### src/rtl/eth_rx_param.sv
// eth_rx_param: RMII/MII Ethernet receiver; deframes MAC header, streams payload, checks FCS.
// Define ETH_RX_PARAM_MAC_FILTER_EN to drop frames not addressed to MAC_ADDR or broadcast.

module eth_rx_param #(
   parameter int          SYM_WIDTH     = 2,
   parameter int          MAX_FRAME_LEN = 1518,
   parameter logic [47:0] MAC_ADDR      = 48'h02_00_00_00_00_01
) (
   input  logic                 clk,
   input  logic                 rst,
   input  logic                 inclk,
   input  logic [SYM_WIDTH-1:0] in,
   input  logic                 downstream_done,
   output logic                 outclk,
   output logic [7:0]           out,
   output logic                 ethertype_outclk,
   output logic [15:0]          ethertype_out,
   output logic [10:0]          len_out,
   output logic                 err,
   output logic [2:0]           err_code,
   output logic                 done
);

   localparam int          SPB      = 8 / SYM_WIDTH;
   localparam logic [31:0] CRC_POLY = 32'hEDB88320;
`ifdef ETH_RX_PARAM_MAC_FILTER_EN
   localparam bit FILTER_EN = 1'b1;
`else
   localparam bit FILTER_EN = 1'b0;
`endif

   localparam logic [2:0] E_BREAK    = 3'd1;
   localparam logic [2:0] E_OVERLEN  = 3'd2;
   localparam logic [2:0] E_CRC      = 3'd3;
   localparam logic [2:0] E_TRAILING = 3'd4;
   localparam logic [2:0] E_FILTER   = 3'd5;

   generate
      if (SYM_WIDTH != 2 && SYM_WIDTH != 4) begin : g_bad_sym_width
         $error("eth_rx_param: SYM_WIDTH must be 2 or 4");
      end
   endgenerate

   typedef enum logic [2:0] {
      S_MAC_DST, S_MAC_SRC, S_ETHERTYPE, S_PAYLOAD, S_CRC, S_DONE
   } state_t;

   state_t      state_q, state_d;
   logic [1:0]  sym_cnt_q, sym_cnt_d;
   logic [2:0]  byte_cnt_q, byte_cnt_d;
   logic [15:0] total_q, total_d;
   logic [7:0]  acc_q, acc_d;
   logic [31:0] crc_q, crc_d;
   logic        idle_q, idle_d;
   logic [10:0] pay_cnt_q, pay_cnt_d;
   logic [7:0]  eth_hi_q, eth_hi_d;
   logic [15:0] eth_q, eth_d;
   logic        good_q, good_d;
   logic        dst_match_q, dst_match_d;
   logic        dst_bcast_q, dst_bcast_d;

   logic        bclk;
   logic [7:0]  byte_w;
   logic [47:0] mac_sh;
   logic        overlen, crc_bad, trailing, filt_miss, fcs_last;

   // Reflected CRC-32, one bit-step per symbol bit, LSB first.
   function automatic logic [31:0] crc_step(input logic [31:0] c, input logic [SYM_WIDTH-1:0] s);
      logic [31:0] r;
      r = c;
      for (int i = 0; i < SYM_WIDTH; i++) begin
         r = (r[0] ^ s[i]) ? ((r >> 1) ^ CRC_POLY) : (r >> 1);
      end
      return r;
   endfunction

   always_comb begin
      // NOTE: every combinational output gets a default first so no path can infer a latch.
      state_d     = state_q;
      sym_cnt_d   = sym_cnt_q;
      byte_cnt_d  = byte_cnt_q;
      total_d     = total_q;
      acc_d       = acc_q;
      crc_d       = crc_q;
      idle_d      = idle_q;
      pay_cnt_d   = pay_cnt_q;
      eth_hi_d    = eth_hi_q;
      eth_d       = eth_q;
      good_d      = good_q;
      dst_match_d = dst_match_q;
      dst_bcast_d = dst_bcast_q;

      byte_w           = {in, acc_q[7:SYM_WIDTH]};
      bclk             = inclk && (sym_cnt_q == 2'(SPB - 1));
      mac_sh           = MAC_ADDR << {byte_cnt_q, 3'b000};
      outclk           = 1'b0;
      out              = byte_w;
      ethertype_outclk = 1'b0;
      ethertype_out    = eth_q;
      len_out          = pay_cnt_q;
      err              = 1'b0;
      err_code         = 3'd0;
      done             = 1'b0;
      overlen          = 1'b0;
      crc_bad          = 1'b0;
      trailing         = 1'b0;
      filt_miss        = 1'b0;
      fcs_last         = 1'b0;

      if (!inclk) begin
         if (!idle_q) begin
            err      = 1'b1;
            err_code = E_BREAK;
         end
         // len_out and ethertype_out stay readable after the frame; they clear on the next start.
         state_d     = S_MAC_DST;
         sym_cnt_d   = '0;
         byte_cnt_d  = '0;
         total_d     = '0;
         acc_d       = '0;
         crc_d       = '1;
         idle_d      = 1'b1;
         good_d      = 1'b0;
         dst_match_d = 1'b1;
         dst_bcast_d = 1'b1;
      end else begin
         sym_cnt_d = bclk ? 2'd0 : sym_cnt_q + 2'd1;
         acc_d     = byte_w;
         if (idle_q && state_q == S_MAC_DST) begin
            pay_cnt_d = '0;
            eth_d     = '0;
         end
         if (bclk && state_q != S_DONE) begin
            if (total_q >= 16'(MAX_FRAME_LEN)) overlen = 1'b1;
            else                               total_d = total_q + 16'd1;
         end

         case (state_q)
            S_MAC_DST: begin
               crc_d = crc_step(crc_q, in);
               if (bclk) begin
                  dst_match_d = dst_match_q && (byte_w == mac_sh[47:40]);
                  dst_bcast_d = dst_bcast_q && (byte_w == 8'hFF);
                  byte_cnt_d  = byte_cnt_q + 3'd1;
                  if (byte_cnt_q == 3'd5) begin
                     byte_cnt_d = '0;
                     state_d    = S_MAC_SRC;
                     filt_miss  = FILTER_EN && !dst_match_d && !dst_bcast_d;
                  end
               end
            end
            S_MAC_SRC: begin
               crc_d = crc_step(crc_q, in);
               if (bclk) begin
                  byte_cnt_d = byte_cnt_q + 3'd1;
                  if (byte_cnt_q == 3'd5) begin
                     byte_cnt_d = '0;
                     state_d    = S_ETHERTYPE;
                  end
               end
            end
            S_ETHERTYPE: begin
               crc_d = crc_step(crc_q, in);
               if (bclk) begin
                  if (byte_cnt_q == 3'd0) begin
                     eth_hi_d   = byte_w;
                     byte_cnt_d = 3'd1;
                  end else begin
                     ethertype_outclk = 1'b1;
                     eth_d            = {eth_hi_q, byte_w};
                     ethertype_out    = {eth_hi_q, byte_w};
                     byte_cnt_d       = '0;
                     state_d          = S_PAYLOAD;
                  end
               end
            end
            S_PAYLOAD: begin
               crc_d = crc_step(crc_q, in);
               if (bclk) begin
                  outclk = 1'b1;
                  if (pay_cnt_q != 11'h7FF) pay_cnt_d = pay_cnt_q + 11'd1;
                  if (downstream_done) state_d = S_CRC;
               end
            end
            S_CRC: begin
               // The residue is consumed as the expected FCS, one symbol at a time.
               crc_bad = (in != ~crc_q[SYM_WIDTH-1:0]);
               crc_d   = {{SYM_WIDTH{1'b1}}, crc_q[31:SYM_WIDTH]};
               if (bclk) begin
                  byte_cnt_d = byte_cnt_q + 3'd1;
                  if (byte_cnt_q == 3'd3) begin
                     byte_cnt_d = '0;
                     fcs_last   = 1'b1;
                     state_d    = S_DONE;
                  end
               end
            end
            S_DONE:  trailing = good_q && (in != '0);
            default: state_d = S_DONE;
         endcase

         if (overlen || crc_bad || trailing || filt_miss) begin
            err              = 1'b1;
            err_code         = overlen ? E_OVERLEN : crc_bad ? E_CRC : trailing ? E_TRAILING : E_FILTER;
            state_d          = S_DONE;
            good_d           = 1'b0;
            outclk           = 1'b0;
            ethertype_outclk = 1'b0;
            ethertype_out    = eth_q;
            eth_d            = eth_q;
            pay_cnt_d        = pay_cnt_q;
         end else if (fcs_last) begin
            done   = 1'b1;
            good_d = 1'b1;
         end
         idle_d = (state_d == S_DONE);
      end
   end

   // NOTE: sequential state uses non-blocking assignments so all flops update together.
   always_ff @(posedge clk or posedge rst) begin
      if (rst) begin
         state_q     <= S_MAC_DST;
         sym_cnt_q   <= '0;
         byte_cnt_q  <= '0;
         total_q     <= '0;
         acc_q       <= '0;
         crc_q       <= '1;
         idle_q      <= 1'b1;
         pay_cnt_q   <= '0;
         eth_hi_q    <= '0;
         eth_q       <= '0;
         good_q      <= 1'b0;
         dst_match_q <= 1'b1;
         dst_bcast_q <= 1'b1;
      end else begin
         state_q     <= state_d;
         sym_cnt_q   <= sym_cnt_d;
         byte_cnt_q  <= byte_cnt_d;
         total_q     <= total_d;
         acc_q       <= acc_d;
         crc_q       <= crc_d;
         idle_q      <= idle_d;
         pay_cnt_q   <= pay_cnt_d;
         eth_hi_q    <= eth_hi_d;
         eth_q       <= eth_d;
         good_q      <= good_d;
         dst_match_q <= dst_match_d;
         dst_bcast_q <= dst_bcast_d;
      end
   end

endmodule
### config.mk
export PLATFORM = sky130hd
export DESIGN_NAME = eth_rx_param
export DESIGN_NICKNAME = d
export VERILOG_FILES = /design/src/rtl/eth_rx_param.sv
export SDC_FILE = /design/constraint.sdc
export NUM_CORES = 1
export LEC_CHECK = 0
export CAP_MARGIN = 30
export CORE_MARGIN = 3
export CORE_UTILIZATION = 59
export CTS_BUF_LIST = sky130_fd_sc_hd__clkbuf_2 sky130_fd_sc_hd__clkbuf_4 sky130_fd_sc_hd__clkbuf_8
export CTS_CLUSTER_DIAMETER = 200
export DETAILED_ROUTE_END_ITERATION = 6
export GPL_ROUTABILITY_DRIVEN = 0
export PLACE_DENSITY = 0.82
export SETUP_SLACK_MARGIN = 0.4
export SLEW_MARGIN = 10
export SYNTH_ARGS = -nofsm -noshare
export SYNTH_HDL_FRONTEND = slang
export SYNTH_SLANG_ARGS = --single-unit
### constraint.sdc
create_clock -name clk -period 4.15 [get_ports clk]
set_clock_uncertainty 0.1 [all_clocks]
set_input_delay 1.245 -clock clk [delete_from_list [all_inputs] [get_ports clk]]
set_output_delay 1.245 -clock clk [all_outputs]
set_load 0.005 [all_outputs]
==> results.txt <==
CP required: 2.80 ns
fillers: 263
vias in the first global route: 5462
via count: 6259
later-pin clock latency in the skew report: 0.39 ns
Multi-input gate area: 2710 um^2
#FFs+latches synth: 99
Seq/Total Area, Yosys: 50.2%
critical path type: input pin to primary output
GRT Max-Usage Layer: met2
most common cell in the netlist: dfrtp_1
Hold Fails Final Rpt: 0
DPL Wire Length: 8.84 mm
post-DR wirelength/cell: 32.2 um
Post-CTS Hold Fix Bufs: 0
YS warnings: 0
grt total ovfl: 0
Tcrit/Tclk final: 113%
Largest stage delay, worst path: 0.41 ns
Tightest Pin Transition: 1.01 ns
Buf/Inv on CP: 6
met3 usage: 11.9%
Lkg Pwr: 3.34 nW
CP cell instances: buf_8 -> xnor2_4 -> o21a_1 -> buf_6 -> a21oi_4 -> buf_6 -> buf_12 -> buf_4 -> nand4_1 -> nand2_1 -> buf_2
Post-Route WL: 26.2 mm
CP max-delay cell: nand4_1
max-cap violations: 0
IO buf count: 47
DRT antenna net count: 0
1st-iter DRT viols: 1137
post-route cell area: 7420 um^2
Placed Area: 6030 um^2
first-pass GRT wire length: 30.3 mm
M1 GR Usage: 49.9%
Worst path top cell family by delay: buffers and inverters
DR pass1 iterations: 7
Max clock buf depth: 2
Syn-to-layout area delta: 47.7%
Global Route Usage Sum: 40.6%
pre-CTS setup slack: -0.704 ns
Main synth FF type: dfrtp_1
CTS sink count: 99
H-tree levels: 3
Syn Nets: 544
DRC: 247
Row Count: 33
status: finished, violations left
Yosys top cell area share: 32.9%
die height: 98.3 um
share of post-route cells with drive strength above 1: 38.8%
asr flop ratio synth: 100%
EDFF count, synth: 0
Vias/cell: 7.71
Fmax: 0.212 GHz
Synth cell types: 50
mapped cell area: 5020 um^2
crit path launch type: input pin
CTS tree: built
die area: 9650 um^2
final core utilization: 89.8%
Area contributors post-synth: dfrtp_1, dfstp_2, nand2_1
PD cells: 273 nW/um^2
core area: 8260 um^2
most frequent cells after synthesis: dfrtp_1, nand2_1, nor2_1, a21oi_1, dfstp_2
area leader, netlist: dfrtp_1
nets: 716
Worst Hold Class: flop to flop
Synth Instances: 529
Reg clk slew, reported paths: 0.10 ns
largest net degree at the start of global routing: 45
GR Util met2: 62.3%
CTS buffer count: 9
Root Buffer: clkbuf_8
min cycle time layout: 4.71 ns
RSZ-0062 raised after global routing: yes
syn_area_per_cell: 9.49 um^2
die extent in x: 98.3 um
VDD IR max: 225 uV
Sequential Area: 2520 um^2
Initial Utilization: 60.8%
CP dominant cell by count: buf_6
failing checks: design-rule violations, negative setup slack
Final Max Slew Viols: 0
CP arrival: 3.37 ns
antenna violations before repair: 2
max_slew headroom: 32.1%
crit end category: primary output
fin worst setup slack: -0.560 ns
Crit Path Max Fanout: 5
final setup violation count: 24
Ports: 48
==> worst paths after layout <==
path / slack, ns / startpoint / cells after the start / to
worst max register to register: -0.37 / state_q[2] / 23 / eth_q[5]
worst min-delay path: 0.40 / crc_q[18] / 2 / crc_q[16]
worst max-delay path: -0.56 / in[1] / 11 / ethertype_out[7]
worst min register to register: 0.40 / crc_q[18] / 2 / crc_q[16]
max in group asynchronous: 2.14 / rst / 4 / crc_q[4]
min in group asynchronous: 1.02 / rst / 2 / total_q[0]
==> cell families after synthesis <==
| group | after synthesis | synth area share [%] |
|---|---|---|
| flops | 99 | 50.2 |
| compound gates | 122 | 15.8 |
| mux | 12 | 2.67 |
| xor+xnor | 26 | 4.54 |
| buf+inv | 45 | 3.64 |
| simple gates | 216 | 20.9 |
| fa+ha+maj | 9 | 2.24 |
==> state kept, by name, indices dropped and copies added, names as in the netlist, 3 cells and up <==
register    flops
acc_q           6
byte_cnt_q      3
crc_q          32
eth_hi_q        8
eth_q          16
len_out        11
state_q         3
total_q        16
==> repair_timing <==
action | 4_1_cts | 5_1_grt
resized for setup | 164 | 54
pin swaps | 40 | 20
endpoints found under the setup margin | 25 | 25
hold endpoints to repair | 0 | 0
cloned | 2 | 0
buffers inserted | 68 | 19
==> layout by cell type (no fill, tap or decap), drive strengths merged, types with 18 or more instances in the layout <==
| master | n |
|---|---|
| buf | 170 |
| dfrtp | 66 |
| nand2 | 62 |
| nor2 | 49 |
| a21oi | 38 |
| dfstp | 33 |
| o31ai | 24 |
| nand4 | 22 |
| clkdlybuf4s50 | 21 |
| nand3 | 19 |
| o21ai | 18 |
==> layout make-up <==
class                      instances  share of cell area (%)
multi-input combinational        385                    36.6
sequential                        99                    34.0
timing repair buffer             195                    24.3
clock buffer                      11                    1.87
tap                              105                    1.77
clock inverter                     5                   0.911
inverter                          11                   0.607
antenna                            1                  0.0337
==> where the power goes <==
part	internal (mW)	switching (mW)
Sequential	1.04	0.0401
Combinational	0.0943	0.148
Clock	0.303	0.406
Total	1.43	0.594
==> worst register-to-register path, delay by kind of cell, from the launching register on <==
| kind | cells | cell delay (ns) |
|---|---|---|
| buf+inv | 18 | 2.41 |
| simple gates | 3 | 0.82 |
| compound gates | 2 | 0.50 |
| flops | 1 | 0.62 |
==> metal layers <==
metal	wire length, um	part of all wire [%]
met5	118	0.45
met4	2980	11
met3	4580	17
met2	10500	40
met1	8010	31
==> through the flow <==
stage	total power, mW	setup TNS (ns)	instances	hold slack (ns)
after global routing	2.06	-5.72	811	0.415
after CTS	1.94	0	791	0.363
after global placement	1.26	-12.04	705	0.329
after floorplan	1.21	0	529	0.315
final	2.03	-6.03	812	0.397
after detailed placement	1.27	-13.20	705	0.346
(Power assumes the default switching activity.)
